===== src/rtl/slice_config_loader.sv =====
// rtl/slice_config_loader.sv - streams config words into a shadow vector and commits them to a memory slice
//
// Ports:
//   cclk, rst                 clock (rising edge) and asynchronous active-high reset
//   start, abort              begin a load / cancel a load in progress
//   word_in, word_valid       config word stream; word_ready is high only while loading
//   luts_config_out           LUT truth tables for the slice
//   inter_lut_mux_config_out  inter-LUT mux select bits
//   config_use_cc_out         carry-chain enable
//   cen                       one-cycle capture enable, config outputs already valid
//   busy, done                load/commit in progress; last load completed
module slice_config_loader #(
    parameter  int S_XX_BASE  = 4,
    parameter  int NUM_LUTS   = 4,
    parameter  int WORD_W     = 8,
    localparam int CFG_SIZE   = 2**S_XX_BASE + 1,
    localparam int MUX_LVLS   = $clog2(NUM_LUTS),
    localparam int LUT_BITS   = 2 * CFG_SIZE * NUM_LUTS,
    localparam int TOTAL_BITS = LUT_BITS + MUX_LVLS + 1,
    localparam int NUM_WORDS  = (TOTAL_BITS + WORD_W - 1) / WORD_W
) (
    input  logic                cclk,
    input  logic                rst,
    input  logic                start,
    input  logic                abort,
    input  logic [WORD_W-1:0]   word_in,
    input  logic                word_valid,
    output logic                word_ready,
    output logic [LUT_BITS-1:0] luts_config_out,
    output logic [MUX_LVLS-1:0] inter_lut_mux_config_out,
    output logic                config_use_cc_out,
    output logic                cen,
    output logic                busy,
    output logic                done
);

    localparam int               CNT_W    = $clog2(NUM_WORDS + 1);
    localparam logic [CNT_W-1:0] LAST_IDX = CNT_W'(NUM_WORDS - 1);

    typedef enum logic [1:0] {IDLE, LOAD, COMMIT, DONE} state_t;

    state_t                  state, state_next;
    logic [CNT_W-1:0]        cnt, cnt_next;
    logic [TOTAL_BITS-1:0]   shadow, shadow_next;
    logic [TOTAL_BITS-1:0]   word_bits, word_mask;
    logic                    commit_now;

    // Each shadow bit knows at elaboration time which word and which word bit
    // feed it; bits of the final word beyond TOTAL_BITS-1 simply have no lane.
    for (genvar j = 0; j < TOTAL_BITS; j++) begin : g_lane
        assign word_bits[j] = word_in[j % WORD_W];
        assign word_mask[j] = (cnt == CNT_W'(j / WORD_W));
    end

    assign word_ready = (state == LOAD);

    always_comb begin
        state_next  = state;
        cnt_next    = cnt;
        shadow_next = shadow;
        case (state)
            IDLE, DONE: begin
                if (start) begin
                    state_next  = LOAD;
                    cnt_next    = '0;
                    shadow_next = '0;
                end
            end
            LOAD: begin
                // abort takes priority so a word offered alongside it is dropped
                if (abort) begin
                    state_next = IDLE;
                end else if (word_valid) begin
                    shadow_next = (shadow & ~word_mask) | (word_bits & word_mask);
                    cnt_next    = cnt + 1'b1;
                    if (cnt == LAST_IDX) begin
                        state_next = COMMIT;
                    end
                end
            end
            COMMIT:  state_next = DONE;
            default: state_next = IDLE;
        endcase
        commit_now = (state == LOAD) && (state_next == COMMIT);
    end

    always_ff @(posedge cclk or posedge rst) begin
        if (rst) begin
            state                    <= IDLE;
            cnt                      <= '0;
            shadow                   <= '0;
            luts_config_out          <= '0;
            inter_lut_mux_config_out <= '0;
            config_use_cc_out        <= 1'b0;
            cen                      <= 1'b0;
            busy                     <= 1'b0;
            done                     <= 1'b0;
        end else begin
            state  <= state_next;
            cnt    <= cnt_next;
            shadow <= shadow_next;
            // Outputs are loaded from shadow_next so the final word lands on
            // the same edge, letting cen see fully updated config.
            if (commit_now) begin
                luts_config_out          <= shadow_next[LUT_BITS-1:0];
                inter_lut_mux_config_out <= shadow_next[LUT_BITS+MUX_LVLS-1:LUT_BITS];
                config_use_cc_out        <= shadow_next[TOTAL_BITS-1];
            end
            cen  <= (state_next == COMMIT);
            busy <= (state_next == LOAD) || (state_next == COMMIT);
            done <= (state_next == DONE);
        end
    end

endmodule


===== config.mk =====
export PLATFORM = sky130hd
export DESIGN_NAME = slice_config_loader
export DESIGN_NICKNAME = d
export VERILOG_FILES = /design/src/rtl/slice_config_loader.sv
export SDC_FILE = /design/constraint.sdc
export NUM_CORES = 1
export LEC_CHECK = 0
export ABC_AREA = 1
export CAP_MARGIN = 20
export CELL_PAD_IN_SITES_DETAIL_PLACEMENT = 1
export CELL_PAD_IN_SITES_GLOBAL_PLACEMENT = 1
export CORE_UTILIZATION = 42
export CTS_CLUSTER_DIAMETER = 40
export DETAILED_ROUTE_END_ITERATION = 12
export PLACE_DENSITY = 0.91
export SLEW_MARGIN = 20
export SYNTH_ARGS = -nofsm -noshare
export SYNTH_HDL_FRONTEND = slang
export SYNTH_SLANG_ARGS = --single-unit
export TNS_END_PERCENT = 20

===== constraint.sdc =====
create_clock -name cclk -period 13 [get_ports cclk]
set_input_delay 1.95 -clock cclk [delete_from_list [all_inputs] [get_ports cclk]]
set_output_delay 1.95 -clock cclk [all_outputs]
set_load 0.05 [all_outputs]

Word-level counts from Yosys, hierarchy flattened
Cells that the tools add are included.
Cells by class
  reduce and logical (&&, ||, !) cells: 7
  bitwise logic cells: 4
  $add $sub $neg: 1
  equality and inequality tests: 26
  mux-type cells: 13
Operator list (number)
  $mux W139: 3
  $and A139 B139 Y139: 2
  $pmux W139 S2: 1
  $not A139 Y139: 1
  $or A139 B139 Y139: 1
  $eq A5 B4 Y1 const B: 8
  $eq A5 B3 Y1 const B: 4
  $mux W5: 3
  $eq A5 B2 Y1 const B: 2
  $eq A5 B5 Y1 const B: 2
  $pmux W5 S2: 1
  $eq A2 B2 Y1 const B: 4
  $mux W2: 4
  $ne A2 B2 Y1 const B: 3
  $pmux W2 S3: 1
  $add A5 B1 Y5 const B: 1
  $eq A5 B1 Y1 const B: 1
  $logic_not A5 Y1: 1
  $eq A2 B1 Y1 const B: 2
  $reduce_and A4 Y1: 1
  $logic_not A2 Y1: 1
  $reduce_bool A2 Y1: 1
  $reduce_or A2 Y1: 1
  $logic_and A1 B1 Y1: 1
  $logic_or A1 B1 Y1: 1
Word-level totals
  register bits after elaboration: 288
  input port bits: 13
  output and inout port bits: 143
  logic and storage cells: 60

Longest topological paths before layout
  depth after elaboration: 7
  depth in mapped cells: 16
  gate-level depth less buffers: 13

Worst setup path after synthesis
No wires, ideal clock.
  kind: input-to-reg
  from: in abort
  to: reg luts_config_out[100]
  cell stages on the path: 10
  path buffers: 2
  required time: 12.934 ns
  setup time: 0.066 ns
  slack: 9.496 ns
  data arrival time: 3.438 ns
  path through: nor2_1 > a21oi_1 > o22ai_1 > ha_1 > nand2_1 > inv_1 > clkbuf_1 > buf_1 > nand2_1 > nand2_1
Between the ends
  longest elaborated chain between the ends: 4
  elaborated cells between the ends (all ways): 6
  those cells by class: eq/ne: 1; mux: 4; reduce/logical: 1
RTL lines
  start: declaration: line 25  | input logic abort,
  $mux W2: line 71  | if (abort) begin
  $pmux W2 S3: line 61  | case (state)
  via state_next[1]: line 42  | state_t state, state_next;
  $eq A2 B2 Y1: line 84  | commit_now = (state == LOAD) && (state_next == COMMIT);
  $logic_and A1 B1 Y1: line 84
  end signal: assignment: line 105  | luts_config_out <= shadow_next[LUT_BITS-1:0];
  end: declaration: line 29  | output logic [LUT_BITS-1:0] luts_config_out,
The timed path passes the listed nets, and every way through them passes these cells.
A chain may end at the register's enable or synchronous reset.

Worst setup path in the final report
  from: in word_valid
  to: reg luts_config_out[62]
Between the ends
  longest elaborated chain between the ends: 5
  elaborated cells between the ends (all ways): 8
  those cells by class: eq/ne: 1; mux: 6; reduce/logical: 1
RTL lines
  start: declaration: line 27  | input logic word_valid,
  $mux W2: line 73  | end else if (word_valid) begin
  $mux W2: line 71
  $pmux W2 S3: line 61
  via state_next[1]: line 42
  $eq A2 B2 Y1: line 84
  $logic_and A1 B1 Y1: line 84
The timed path passes the listed nets, and every way through them passes these cells.

==> results.sh <==
export IMPL_status="finished, violations left"
export IMPL_violations="design-rule violations"
export IMPL_synthCells=1692
export IMPL_die_w_um=179
export IMPL_avgSynthCellArea_um2=7.82
export IMPL_endpoint_kind="register"
export IMPL_finalCriticalPeriod_ns=4.80
export IMPL_leakagePower_nw=8.90
export IMPL_power_total_mw=2.81
export IMPL_viasPerCell=5.52
export IMPL_ys_seq_area_frac=0.545
export IMPL_ir_drop_v=0.0000821
export IMPL_clkTransAtPathRegs_ns=0.05
export IMPL_port_buffers=155
export IMPL_period_share=0.369
export IMPL_holdCritPathClass="reg -> reg"
export IMPL_grt_max_degree=142
export IMPL_maxSlewViolCount=0
export IMPL_yosysWarnings=0
export IMPL_die_area_mm2=0.0322
export IMPL_clk_path_buf_depth=3
export IMPL_cts_tree="done"
export IMPL_syn_to_final_growth_pct=24.7
export IMPL_cts_root_buf="clkbuf_16"
export IMPL_grtUsageTotal=0.275
export IMPL_holdBufCountCts=0
export IMPL_place_ws_ns=7.44
export IMPL_grt_first_pass_wirelength_um=71300
export IMPL_drt_pre_antenna_iters=9
export IMPL_vias=12325
export IMPL_skew_ns=0.0216
export IMPL_chipHeight_um=179
export IMPL_start_kind="input port"
export IMPL_criticalPathCategory="in -> reg"
export IMPL_ys_types=20
export IMPL_hpwl_um=25200
export IMPL_setup_viol=0
export IMPL_cts_setup_buffers=0
export IMPL_crit_arrival_ns=5.24
export IMPL_io_pins=156
export IMPL_cp_required_ns=13.45
export IMPL_drc=14
export IMPL_drt_iter0_drc=1065
export IMPL_post_drt_wl_per_cell_um=19.7
export IMPL_diodes=0
export IMPL_grt_overflow=0
export IMPL_nNetsFinal=1823
export IMPL_drv_cap=0
export IMPL_cts_buffers=43
export IMPL_cts_resized_gates=0
export IMPL_rsz0062_at_grt="false"
export IMPL_tightest_slew_ns=1.02
export IMPL_grt_pass1_vias=13293
export IMPL_setup_ws_ns=8.20
export IMPL_syn_nets=1714
export IMPL_postLayoutCoreUtil=0.537
export IMPL_hold_viol_final=0
export IMPL_clock_fmax_mhz=208
export IMPL_tns_ns=0
export IMPL_maxSlewHeadroom=0.321
export IMPL_place_gp_congestion=0.827
export IMPL_start_util=0.430
export IMPL_clk_insertion_delay_late_ns=0.53
export IMPL_ant_nets=0
export IMPL_powerDensity_mw_per_mm2=170
export IMPL_rows=64
export IMPL_crit_fanout=107
export IMPL_antenna_found_initial=0
export IMPL_core_area_mm2=0.0307
export IMPL_drive_gt1_frac=0.0594
export IMPL_netlist_area_mm2=0.0132
export IMPL_cts_sinks=288
export IMPL_drt_total_wl_um=44000
export IMPL_htreeDepth=2
export IMPL_ys_ff_latch=288
critical path, stage by stage:
cell and delay, ns:
clkdlybuf4s50_1 0.52, nand3_1 0.12, nand2_1 0.11, a21oi_1 0.07, o22ai_1 0.24, ha_1 0.30, nand2_4 0.35, inv_4 0.49
buf_6 0.70, nand2_1 0.21, nand2_1 0.12
synth_stat cells:
master | number | area [µm²]
o21bai_1 | 1 | 7.51
nor2_4 | 4 | 45.0
a21oi_1 | 4 | 20.0
o22ai_1 | 11 | 68.8
nand3_1 | 137 | 686
clkbuf_1 | 54 | 203
inv_1 | 156 | 586
buf_4 | 5 | 37.5
nor2_1 | 13 | 48.8
buf_2 | 39 | 195
nand2_1 | 826 | 3100
o21ai_0 | 4 | 20.0
nand4_1 | 120 | 751
nor3b_2 | 1 | 12.5
dfrtp_1 | 288 | 7210
inv_2 | 3 | 11.3
nand3_2 | 8 | 80.1
nand2_2 | 1 | 6.26
ha_1 | 9 | 113
buf_1 | 8 | 30.0
final cells by class:
| cell class | count | area [µm²] |
|---|---|---|
| clock buffers | 56 | 1220 |
| flip-flops and latches | 288 | 7210 |
| well taps | 396 | 495 |
| clock inverters | 23 | 313 |
| inverters | 159 | 607 |
| multi-input cells | 1139 | 4970 |
| repair buffers | 170 | 1690 |
| fillers | 3668 | 14200 |
cell usage in the layout (no fill, tap or decap), types with 3 or more instances in the layout:
cell	synthesis	layout
clkbuf_16	0	45
o22ai_1	11	11
clkbuf_1	54	6
nor2_4	4	4
clkdlybuf4s50_1	0	155
nor2_1	13	12
nand3_1	137	137
dfrtp_1	288	288
a21oi_1	4	4
clkinv_2	0	3
inv_6	0	8
nand4_1	120	120
ha_1	9	9
buf_4	5	13
clkinvlp_4	0	4
inv_1	156	154
nand2_1	826	825
bufinv_16	0	6
clkbuf_8	0	5
nand3_2	8	8
o21ai_0	4	4
inv_2	3	3
power breakdown:
group | internal (mW) | switching (mW) | leakage [nW]
registers | 0.963 | 0.0459 | 4.00
logic | 0.113 | 0.449 | 4.16
clock network | 0.787 | 0.447 | 0.739
total | 1.86 | 0.942 | 8.90
logic make-up after synthesis:
logic type | after synthesis | synth area share
fa+ha+maj | 9 | 0.00851
compound gates | 20 | 0.00880
buf+inv | 265 | 0.0803
simple gates | 1110 | 0.358
flops | 288 | 0.545
state kept, by name (all words and copies together), names as in the netlist, 2 cells and up:
| name | flops |
|---|---|
| shadow | 139 |
| luts_config_out | 136 |
| cnt | 5 |
| inter_lut_mux_config_out | 2 |
| state | 2 |
layer usage:
metal,vias to the layer above,GRT usage,part of all wire
li1,5536,-,-
met1,6211,0.336,0.40
met2,446,0.474,0.50
met3,132,0.0460,0.057
met4,0,0.129,0.040
met5,-,0,0
final timing paths:
kind	cells past startpoint	slack [ns]	start	endpoint
max	11	8.20	word_valid	luts_config_out[62]
max reg2reg	12	9.01	cnt[2]	luts_config_out[62]
min	2	0.48	shadow[129]	shadow[129]
min reg2reg	2	0.48	shadow[129]	shadow[129]
min in group asynchronous	2	1.78	rst	luts_config_out[127]
max in group asynchronous	4	9.07	rst	luts_config_out[36]
per-stage QoR:
stage,hold WS [ns],cell area [µm²],cells
finish,0.477,16500,2231
global route,0.499,16500,2231
CTS,0.475,16500,2230
detailed placement,0.464,14900,2151
global placement,0.451,14900,2151
floorplan,0.438,13200,1692
Power figures use the tool's default switching activity.
